## config.mk

```make
export PLATFORM = sky130hd
export DESIGN_NAME = bus_arbiter_flat
export DESIGN_NICKNAME = d
export VERILOG_FILES = /design/src/rtl/bus_pkg.sv /design/src/rtl/bus_arbiter_if.sv /design/src/rtl/bus_arbiter_rr_arbiter_2.sv /design/src/rtl/bus_arbiter.sv /design/src/flat_wrapper.sv
export SDC_FILE = /design/constraint.sdc
export NUM_CORES = 1
export LEC_CHECK = 0
export CORE_ASPECT_RATIO = 1.5
export CORE_MARGIN = 2
export CORE_UTILIZATION = 40
export CTS_CLUSTER_DIAMETER = 80
export DETAILED_ROUTE_END_ITERATION = 12
export PLACE_DENSITY = 0.69
export REMOVE_ABC_BUFFERS = 1
export SLEW_MARGIN = 20
export SYNTH_ARGS = -nofsm -noshare
export SYNTH_HDL_FRONTEND = slang
export SYNTH_HIERARCHICAL = 1
export SYNTH_SLANG_ARGS = --single-unit
```

## constraint.sdc

```tcl
create_clock -name clk -period 1.9 [get_ports clk]
set_input_delay 0.57 -clock clk [delete_from_list [all_inputs] [get_ports clk]]
set_output_delay 0.57 -clock clk [all_outputs]
set_load 0.03 [all_outputs]
```

## src/rtl/bus_pkg.sv

```systemverilog
// rtl/bus_pkg.sv - shared types and constants for the serial system bus
package bus_pkg;

   typedef enum logic [1:0] {
      IDLE    = 2'd0,
      GRANT   = 2'd1,
      ADDR    = 2'd2,
      CONNECT = 2'd3
   } state_t;

   typedef logic [1:0] master_id_t;

   localparam master_id_t M_NONE = 2'd0;
   localparam master_id_t M1     = 2'd1;
   localparam master_id_t M2     = 2'd2;

   localparam int SEL_BITS_DEF   = 2;
   localparam int NUM_SLAVES_DEF = 3;
   localparam int TIMEOUT_DEF    = 255;
   // Local address width behind each slave port (4K x 8 BRAM)
   localparam int LOCAL_ADDR_W   = 12;

endpackage

```

## src/rtl/bus_arbiter_if.sv

```systemverilog
// rtl/bus_arbiter_if.sv - request/grant, serial address and completion signals of the bus
interface bus_arbiter_if #(
   parameter int SEL_BITS = bus_pkg::SEL_BITS_DEF
);
   logic                m1_req;
   logic                m2_req;
   logic                m1_grant;
   logic                m2_grant;
   logic                master_valid;
   logic                rx_addr;
   logic                tx_done;
   logic                split_req;
   logic                split_done;
   logic [SEL_BITS-1:0] slave_sel;
   logic                sel_valid;
   logic                bus_busy;
   logic                addr_err;
   logic                timeout_err;

   // master: the requesters and slaves driving the arbiter
   modport master (
      output m1_req, m2_req, master_valid, rx_addr, tx_done, split_req, split_done,
      input  m1_grant, m2_grant, slave_sel, sel_valid, bus_busy, addr_err, timeout_err
   );

   // slave: the arbiter itself
   modport slave (
      input  m1_req, m2_req, master_valid, rx_addr, tx_done, split_req, split_done,
      output m1_grant, m2_grant, slave_sel, sel_valid, bus_busy, addr_err, timeout_err
   );
endinterface

```

## src/rtl/bus_arbiter_rr_arbiter_2.sv

```systemverilog
// rtl/bus_arbiter_rr_arbiter_2.sv - two-request round-robin pick keyed on the last winner
module rr_arbiter_2
   import bus_pkg::*;
(
   input  logic       req1,
   input  logic       req2,
   input  master_id_t last_winner,
   output master_id_t pick
);

   always_comb begin
      pick = M_NONE;
      if (req1 && req2) begin
         pick = (last_winner == M1) ? M2 : M1;
      end else if (req1) begin
         pick = M1;
      end else if (req2) begin
         pick = M2;
      end
   end

endmodule

```

## src/rtl/bus_arbiter.sv

```systemverilog
// rtl/bus_arbiter.sv - two-master bus arbiter with serial slave select, split and timeout
module bus_arbiter
   import bus_pkg::*;
#(
   parameter int NUM_SLAVES = NUM_SLAVES_DEF,
   parameter int SEL_BITS   = SEL_BITS_DEF,
   parameter int TIMEOUT    = TIMEOUT_DEF
) (
   input logic          clk,
   input logic          reset,
   bus_arbiter_if.slave bus
);

   localparam int CNT_W = $clog2(SEL_BITS + 1);
   localparam int TO_W  = $clog2(TIMEOUT + 1);

   localparam logic [CNT_W-1:0]  LAST_BIT = CNT_W'(SEL_BITS - 1);
   localparam logic [TO_W-1:0]   TO_MAX   = TO_W'(TIMEOUT);
   localparam logic [SEL_BITS:0] SEL_LIM  = (SEL_BITS + 1)'(NUM_SLAVES);

   state_t              state_q, state_d;
   logic                g1_q, g1_d;
   logic                g2_q, g2_d;
   logic [SEL_BITS-1:0] sel_q, sel_d;
   logic                sel_valid_q, sel_valid_d;
   logic                busy_q;
   logic                addr_err_q, addr_err_d;
   logic                to_err_q, to_err_d;
   master_id_t          last_winner_q, last_winner_d;
   logic                split_pending_q, split_pending_d;
   master_id_t          split_owner_q, split_owner_d;
   logic [SEL_BITS-1:0] saved_sel_q, saved_sel_d;
   logic [SEL_BITS-1:0] sel_shift_q, sel_shift_d;
   logic [CNT_W-1:0]    bit_cnt_q, bit_cnt_d;
   logic [TO_W-1:0]     to_cnt_q, to_cnt_d;

   master_id_t          owner;
   logic                owner_req;
   logic                elig1, elig2;
   master_id_t          pick;
   logic [SEL_BITS-1:0] shifted;
   logic [TO_W-1:0]     elapsed;

   assign owner     = g1_q ? M1 : (g2_q ? M2 : M_NONE);
   assign owner_req = (g1_q && bus.m1_req) || (g2_q && bus.m2_req);
   assign shifted   = (sel_shift_q << 1) | SEL_BITS'(bus.rx_addr);
   // elapsed includes the current CONNECT cycle
   assign elapsed   = (to_cnt_q == TO_MAX) ? TO_MAX : to_cnt_q + 1'b1;

   // A master parked in a split stays out of arbitration until resumed
   assign elig1 = bus.m1_req && !(split_pending_q && split_owner_q == M1);
   assign elig2 = bus.m2_req && !(split_pending_q && split_owner_q == M2);

   rr_arbiter_2 u_rr (
      .req1        (elig1),
      .req2        (elig2),
      .last_winner (last_winner_q),
      .pick        (pick)
   );

   always_comb begin
      state_d         = state_q;
      g1_d            = g1_q;
      g2_d            = g2_q;
      sel_d           = sel_q;
      sel_valid_d     = sel_valid_q;
      addr_err_d      = 1'b0;
      to_err_d        = 1'b0;
      last_winner_d   = last_winner_q;
      split_pending_d = split_pending_q;
      split_owner_d   = split_owner_q;
      saved_sel_d     = saved_sel_q;
      sel_shift_d     = sel_shift_q;
      bit_cnt_d       = bit_cnt_q;
      to_cnt_d        = to_cnt_q;

      case (state_q)
         IDLE: begin
            sel_shift_d = '0;
            bit_cnt_d   = '0;
            to_cnt_d    = '0;
            if (split_pending_q && bus.split_done) begin
               g1_d            = (split_owner_q == M1);
               g2_d            = (split_owner_q == M2);
               sel_d           = saved_sel_q;
               sel_valid_d     = 1'b1;
               split_pending_d = 1'b0;
               state_d         = CONNECT;
            end else if (pick != M_NONE) begin
               g1_d          = (pick == M1);
               g2_d          = (pick == M2);
               last_winner_d = pick;
               state_d       = GRANT;
            end
         end

         GRANT: begin
            if (!owner_req) begin
               g1_d    = 1'b0;
               g2_d    = 1'b0;
               state_d = IDLE;
            end else begin
               state_d = ADDR;
            end
         end

         ADDR: begin
            if (!owner_req) begin
               g1_d    = 1'b0;
               g2_d    = 1'b0;
               state_d = IDLE;
            end else if (bus.master_valid) begin
               sel_shift_d = shifted;
               bit_cnt_d   = bit_cnt_q + 1'b1;
               if (bit_cnt_q == LAST_BIT) begin
                  if ({1'b0, shifted} < SEL_LIM) begin
                     sel_d       = shifted;
                     sel_valid_d = 1'b1;
                     state_d     = CONNECT;
                  end else begin
                     addr_err_d = 1'b1;
                     g1_d       = 1'b0;
                     g2_d       = 1'b0;
                     state_d    = IDLE;
                  end
               end
            end
         end

         CONNECT: begin
            to_cnt_d = elapsed;
            if (bus.tx_done || bus.split_req || elapsed == TO_MAX) begin
               g1_d        = 1'b0;
               g2_d        = 1'b0;
               sel_d       = '0;
               sel_valid_d = 1'b0;
               state_d     = IDLE;
            end
            // Second split while one is parked just closes the transaction
            if (!bus.tx_done && bus.split_req && !split_pending_q) begin
               split_pending_d = 1'b1;
               split_owner_d   = owner;
               saved_sel_d     = sel_q;
            end else if (!bus.tx_done && !bus.split_req && elapsed == TO_MAX) begin
               to_err_d = 1'b1;
               if (split_pending_q && split_owner_q == owner) begin
                  split_pending_d = 1'b0;
               end
            end
         end

         default: state_d = IDLE;
      endcase
   end

   always_ff @(posedge clk) begin
      if (reset) begin
         state_q         <= IDLE;
         g1_q            <= 1'b0;
         g2_q            <= 1'b0;
         sel_q           <= '0;
         sel_valid_q     <= 1'b0;
         busy_q          <= 1'b0;
         addr_err_q      <= 1'b0;
         to_err_q        <= 1'b0;
         last_winner_q   <= M2;
         split_pending_q <= 1'b0;
         split_owner_q   <= M_NONE;
         saved_sel_q     <= '0;
         sel_shift_q     <= '0;
         bit_cnt_q       <= '0;
         to_cnt_q        <= '0;
      end else begin
         state_q         <= state_d;
         g1_q            <= g1_d;
         g2_q            <= g2_d;
         sel_q           <= sel_d;
         sel_valid_q     <= sel_valid_d;
         busy_q          <= (state_d != IDLE);
         addr_err_q      <= addr_err_d;
         to_err_q        <= to_err_d;
         last_winner_q   <= last_winner_d;
         split_pending_q <= split_pending_d;
         split_owner_q   <= split_owner_d;
         saved_sel_q     <= saved_sel_d;
         sel_shift_q     <= sel_shift_d;
         bit_cnt_q       <= bit_cnt_d;
         to_cnt_q        <= to_cnt_d;
      end
   end

   assign bus.m1_grant    = g1_q;
   assign bus.m2_grant    = g2_q;
   assign bus.slave_sel   = sel_q;
   assign bus.sel_valid   = sel_valid_q;
   assign bus.bus_busy    = busy_q;
   assign bus.addr_err    = addr_err_q;
   assign bus.timeout_err = to_err_q;

endmodule
```

## src/flat_wrapper.sv

```systemverilog
// flat-port wrapper written by rule: the top's interface ports become plain ports
module bus_arbiter_flat import bus_pkg::*;
#(
   parameter int NUM_SLAVES = NUM_SLAVES_DEF,
   parameter int SEL_BITS   = SEL_BITS_DEF,
   parameter int TIMEOUT    = TIMEOUT_DEF
)
  (clk, reset, bus_m1_req, bus_m2_req, bus_master_valid, bus_rx_addr, bus_tx_done, bus_split_req, bus_split_done, bus_m1_grant, bus_m2_grant, bus_slave_sel, bus_sel_valid, bus_bus_busy, bus_addr_err, bus_timeout_err);
  bus_arbiter_if #(.SEL_BITS(SEL_BITS)) bus_i ();
  input logic clk;
  input logic reset;
  input wire logic [$bits(bus_i.m1_req)-1:0] bus_m1_req;
  input wire logic [$bits(bus_i.m2_req)-1:0] bus_m2_req;
  input wire logic [$bits(bus_i.master_valid)-1:0] bus_master_valid;
  input wire logic [$bits(bus_i.rx_addr)-1:0] bus_rx_addr;
  input wire logic [$bits(bus_i.tx_done)-1:0] bus_tx_done;
  input wire logic [$bits(bus_i.split_req)-1:0] bus_split_req;
  input wire logic [$bits(bus_i.split_done)-1:0] bus_split_done;
  output wire logic [$bits(bus_i.m1_grant)-1:0] bus_m1_grant;
  output wire logic [$bits(bus_i.m2_grant)-1:0] bus_m2_grant;
  output wire logic [$bits(bus_i.slave_sel)-1:0] bus_slave_sel;
  output wire logic [$bits(bus_i.sel_valid)-1:0] bus_sel_valid;
  output wire logic [$bits(bus_i.bus_busy)-1:0] bus_bus_busy;
  output wire logic [$bits(bus_i.addr_err)-1:0] bus_addr_err;
  output wire logic [$bits(bus_i.timeout_err)-1:0] bus_timeout_err;
  assign bus_i.m1_req = bus_m1_req;
  assign bus_i.m2_req = bus_m2_req;
  assign bus_i.master_valid = bus_master_valid;
  assign bus_i.rx_addr = bus_rx_addr;
  assign bus_i.tx_done = bus_tx_done;
  assign bus_i.split_req = bus_split_req;
  assign bus_i.split_done = bus_split_done;
  assign bus_m1_grant = bus_i.m1_grant;
  assign bus_m2_grant = bus_i.m2_grant;
  assign bus_slave_sel = bus_i.slave_sel;
  assign bus_sel_valid = bus_i.sel_valid;
  assign bus_bus_busy = bus_i.bus_busy;
  assign bus_addr_err = bus_i.addr_err;
  assign bus_timeout_err = bus_i.timeout_err;
  bus_arbiter #(.NUM_SLAVES(NUM_SLAVES), .SEL_BITS(SEL_BITS), .TIMEOUT(TIMEOUT)) u_core (.clk(clk), .reset(reset), .bus(bus_i));
endmodule
```

==> results.toml, run 1 <==
[outcome]
status = "finished clean"

[cells_and_area]
antenna_cells = 0
nets = 266
stdcell_count = 295
drive_gt1_share_pct = 27.20
final_common_cell = "buf_4"
syn_to_final_growth_pct = 33.75
layout_common_cells = "buf_4, dfxtp_1, nand2_1"

[hold_path]
hold_class = "flop to flop"
min_from = "u_core/last_winner_q[0]"

[drt]
drc = 0
wl_per_cell_um = 14.35
drt_first_pass_iters = 4
vias = 1707
wirelength_um = 4234
drtIter0Drc = 66
antenna_left = 0
viasPerCell = 5.786

[pwr]
p_leak_nw = 0.9163
p_sw_share_pct = 34.60
power_frac_clock_pct = 24.3
seq_power_share_pct = 35.1
combinationalPowerShare_pct = 40.6
power_density_mw_per_mm2 = 881.3
p_total_mw = 1.984
p_int_mw = 1.297
p_switching_mw = 0.6865
ir_drop_uv = 509.9

[clock_network]
root_buffer = "clkbuf_8"
cts_tree = "done"
cts.sinks = 28
htreeDepth = 1
numCtsBuffers = 3
worstSkewPairLatency_ns = 0.28
cts.path.max_buffers = 2
hold_buffers = 0
path_clk_slew_ns = 0.10

[synthesis]
ys_warn_count = 6
yosys_most_used_dff = "dfxtp_1"
synth_edf_count = 0
ys_seq_area_share_pct = 33.31
synth_cell_type_count = 50
synth_area_leader_cell = "dfxtp_1"
ys_seq_elements = 28
synth.area.top_cells = "dfxtp_1, a21oi_1, ha_1"
syn_area_sq_mm = 0.001683
synthCells = 203
ys_async_sr_fraction_pct = 0
synth_top_area_share_pct = 33.31
syn_avg_cell_area_sq_um = 8.290

[setup_path]
crit_family = "buffers and inverters"
worstPathMaxFanout = 1
crit_buf_inv = 1
crit_start = "u_core/bus.timeout_err"
worstSetupPathType = "flop to output port"
cp-start-kind = "flop"
cp.required_ns = 1.33
max_stage_delay_ns = 0.66
worstSetupEndpointType = "output port"
cp.arrival_ns = 1.27
crit_chain = "clkdlybuf4s50_1"
regToRegStartpoint = "u_core/to_cnt_q[0]"
slowest_stage = "clkdlybuf4s50_1"

[grt]
grt_pass1_wl_um = 7182
overflow = 0
grt_max_degree = 17
grt_pass1_vias = 1680
grt_use_total_pct = 18.42
antenna_found_initial = 0

[sta]
finalClockSkew_ns = 0.004218
setup_viol = 0
hold_viol_final = 0
fin_crit_sh_pct = 97.08
tns_ns = 0
fmax_mhz = 542.1
slew_headroom_pct = 76.67
slew_violations = 0
rsz0062_at_grt = "yes"
fin_hold_ws_ns = 0.4687
finalCriticalPeriod_ns = 1.845
tightest_slew_ns = 0.3472

[die]
io_pins = 17
dieHeight_um = 83.44
rows = 28
dieArea_sq_mm = 0.004753
die_w_um = 56.96
initial_utilization_pct = 42.14
core_area_sq_mm = 0.003994

[placement]
hpwlAfterDp_um = 3041
place_inst = 288
place.gp.congestion = 0.8961
port_buffers = 16

[job]
maxCapViolations = 0
worst paths after layout:
check | end | slack, ns | depth (start not counted)
setup / recovery | bus_timeout_err | 0.06 | 1
hold / removal | u_core/last_winner_q[0] | 0.47 | 2
setup reg to reg | u_core/bus.slave_sel[1] | 0.07 | 6
hold reg to reg | u_core/last_winner_q[0] | 0.47 | 2
power groups by stage:
stage,Sequential (mW),Clock [mW],Combinational (mW)
final,0.696,0.482,0.806
after floorplan,0.782,0,0.378
after global placement,0.709,0,0.745
after CTS,0.696,0.489,0.776
after global routing,0.707,0.513,0.873
after detailed placement,0.710,0,0.755
kinds of logic (layout without fill, tap and decap cells):
family | Yosys count | in the layout | synth area share [%]
compound gates | 57 | 57 | 23.72
fa+ha+maj | 6 | 6 | 4.461
buf+inv | 23 | 70 | 7.731
flops | 28 | 28 | 33.31
mux | 7 | 7 | 4.238
simple gates | 82 | 82 | 26.54
worst register-to-register path: stages (launching register included):
cell and delay (ns):
dfxtp_1 0.33, ha_1 0.24, nand4bb_1 0.20, a31o_1 0.23
a211o_4 0.33, a21o_1 0.21, a211oi_1 0.21
state kept, by name, summed over array words and instances (netlist names):
register                cells
u_core/bus.timeout_err      1
u_core/bus.slave_sel        2
u_core/sel_shift_q          1
u_core/bus.bus_busy         1
u_core/bus.m2_grant         1
u_core/bus.m1_grant         1
u_core/state_q              2
u_core/bus.addr_err         1
u_core/to_cnt_q             8
u_core/last_winner_q        2
u_core/split_owner_q        2
u_core/bit_cnt_q            2
u_core/bus.sel_valid        1
u_core/saved_sel_q          2
u_core/split_pending_q      1
layer usage:
metal  track usage [%]  up-vias  share of wire, %
li1                  -      836                 -
met1             19.68      830                42
met2             35.11       31                54
met3             1.558       10               1.8
met4             8.034        0               2.1
met5                 0        -                 0
layout make-up:
type | count | area [sq um]
clock buffer | 3 | 41.29
fill | 375 | 1743
timing repair buffer | 54 | 446.7
multi-input combinational | 152 | 1069
tap | 45 | 56.30
inverter | 12 | 45.04
clock inverter | 1 | 30.03
sequential | 28 | 563.0
per-stage QoR:
| stage | utilization [%] | area [sq um] | worst slack, ns |
|---|---|---|---|
| 2_1_floorplan | - | 1598 | 0.03358 |
| 3_3_place_gp | 52.01 | 2077 | -0.5315 |
| 5_1_grt | 56.36 | 2251 | -0.002053 |
| 4_1_cts | 54.98 | 2196 | 0.006718 |
| 6_report | 56.36 | 2251 | 0.05540 |
| 3_5_place_dp | 52.01 | 2077 | -0.6024 |
cells in the mapped netlist, types with 3 or more instances:
cell,instances
a211oi_1,8
a21oi_1,16
a31oi_1,6
and3_1,4
buf_4,3
buf_6,3
clkbuf_1,3
dfxtp_1,28
ha_1,6
inv_1,11
mux2i_1,6
nand2_1,19
nand2b_1,6
nand3_1,11
nand4_1,5
nor2_1,15
nor3_1,8
o21a_1,3
o21ai_0,5
repair_timing:
| action | in CTS | in global routing |
|---|---|---|
| setup buffers | 3 | 0 |
| pin swaps | 2 | 4 |
| gates cloned | 0 | 0 |
| endpoints found under the setup margin | 10 | 11 |
| resized for setup | 14 | 14 |
Power figures use the tool's default switching activity.
==> run 2, diff against run 1 <==
--- a/config.mk
+++ b/config.mk
@@ -8,8 +8,9 @@
 export CORE_ASPECT_RATIO = 1.5
 export CORE_MARGIN = 2
 export CORE_UTILIZATION = 40
-export CTS_CLUSTER_DIAMETER = 80
+export CTS_CLUSTER_DIAMETER = 150
 export DETAILED_ROUTE_END_ITERATION = 12
+export MAX_ROUTING_LAYER = met4
 export PLACE_DENSITY = 0.69
 export REMOVE_ABC_BUFFERS = 1
 export SLEW_MARGIN = 20
==> results.toml, run 2 (same netlist as run 1, synthesis figures left out) <==
[cells_and_area]
layout_common_cells = "buf_4, dfxtp_1, nand2_1"
largest_reg_flops = 8
post-route-util_pct = 55.33
nets = 264
final_common_cell = "buf_4"
syn_to_final_growth_pct = 31.30
top_register = "u_core/to_cnt_q"
antenna_cells = 0
drive_gt1_share_pct = 25.40

[clock_network]
path_clk_slew_ns = 0.10
htreeDepth = 1
root_buffer = "clkbuf_8"
numCtsBuffers = 3
cts.sinks = 28
worstSkewPairLatency_ns = 0.28
cts_tree = "done"
hold_buffers = 0
cts.path.max_buffers = 2

[sta]
slew_headroom_pct = 78.19
fmax_mhz = 539.7
tightest_slew_ns = 0.3249
setup_viol = 0
fin_hold_ws_ns = 0.4657
finalCriticalPeriod_ns = 1.853
finalClockSkew_ns = 0.004528
slew_violations = 0
fin_crit_sh_pct = 97.52
rsz0062_at_grt = "yes"
hold_viol_final = 0
fin_ws_ns = 0.04705

[setup_path]
max_stage_delay_ns = 0.55
worstSetupPathType = "input port to flop"
cp.arrival_ns = 2.05
worstPathMaxFanout = 6
crit_chain = "clkdlybuf4s50_1 > a21boi_4 > a211oi_2 > a31oi_2 > a21o_1 > a211oi_1"
slowest_stage = "clkdlybuf4s50_1"
worstSetupEndpointType = "flop"
cp.required_ns = 2.10
cp-start-kind = "input port"

[grt]
grt_max_degree = 17
grt_pass1_vias = 1586
grt_use_total_pct = 17.68
overflow = 0
grt_pass1_wl_um = 6720
antenna_found_initial = 0

[placement]
port_buffers = 16
place.gp.congestion = 0.9227
hpwlAfterDp_um = 3058
place_ws_ns = -0.6188

[pwr]
p_leak_nw = 0.8783
p_switching_mw = 0.6638
seq_power_share_pct = 35.8
power_frac_clock_pct = 24.6
p_total_mw = 1.940
p_int_mw = 1.277
combinationalPowerShare_pct = 39.7
ir_drop_uv = 734.6
p_sw_share_pct = 34.21
power_density_mw_per_mm2 = 878.2

[die]
core_area_sq_mm = 0.003994
die_w_um = 56.96
dieArea_sq_mm = 0.004753
initial_utilization_pct = 42.14
dieHeight_um = 83.44
io_pins = 17
rows = 28

[drt]
vias = 1657
drc = 0
wirelength_um = 4139
drtIter0Drc = 88
antenna_left = 0
drt_first_pass_iters = 4
viasPerCell = 5.655
wl_per_cell_um = 14.13

[job]
maxCapViolations = 0

[hold_path]
hold_class = "flop to flop"

[outcome]
status = "finished clean"
run 2: cell types whose count changed in the layout (fill, tap and decap cells not counted), sizes merged:
| cell | delta |
|---|---|
| clkdlybuf4s50 | +1 |
| dlygate4sd2 | +1 |
| dlymetal6s2s | -2 |
| buf | -2 |
run 2: path summary, 6_finish.rpt:
path / from / to / slack (ns) / cells after the start
worst max-delay path: bus_split_done / u_core/bus.slave_sel[0] / 0.05 / 6
worst min-delay path: u_core/last_winner_q[0] / u_core/last_winner_q[0] / 0.47 / 2
worst max register to register: u_core/to_cnt_q[1] / u_core/bus.slave_sel[0] / 0.08 / 6
worst min register to register: u_core/last_winner_q[0] / u_core/last_winner_q[0] / 0.47 / 2
run 2: stage by stage:
stage | instance area (sq um) | TNS, ns | std cells
2_1_floorplan | 1598 | 0 | 192
3_3_place_gp | 2077 | -4.181 | 288
3_5_place_dp | 2077 | -4.804 | 288
4_1_cts | 2175 | 0 | 293
5_1_grt | 2210 | -0.06895 | 293
6_report | 2210 | 0 | 293
run 2: timing repair:
item                       4_1_cts  5_1_grt
setup buffers                    1        0
hold endpoints to repair         0        0
setup endpoints to repair       12        9
pin swaps                        3        1
resized for setup               15        8
run 2: cell type report:
| class | count | area (sq um) |
|---|---|---|
| clock inverter | 1 | 30.03 |
| clock buffer | 3 | 41.29 |
| tap | 45 | 56.30 |
| fill | 394 | 1784 |
| sequential | 28 | 561.8 |
| timing repair buffer | 52 | 425.4 |
| multi-input combinational | 152 | 1050 |
| inverter | 12 | 45.04 |
run 2: power by group through the flow:
stage | sequential [mW] | combinational [mW] | clock (mW)
floorplan | 0.782 | 0.378 | 0
global placement | 0.709 | 0.748 | 0
detailed placement | 0.709 | 0.753 | 0
CTS | 0.693 | 0.757 | 0.490
global route | 0.704 | 0.834 | 0.507
finish | 0.694 | 0.770 | 0.477
run 2: per-layer routing:
layer	up-vias	track usage, %	share of wire [%]
met1	786	19.81	42
met2	29	30.83	53
met4	0	7.822	2.1
met3	9	1.869	2.1
li1	833	-	-
met5	-	-	0
run 2: critical path: cells and delay by family:
family / cells / cell delay (ns)
AOI/OAI and AO/OA: 5 / 0.93
buffers and inverters: 1 / 0.55
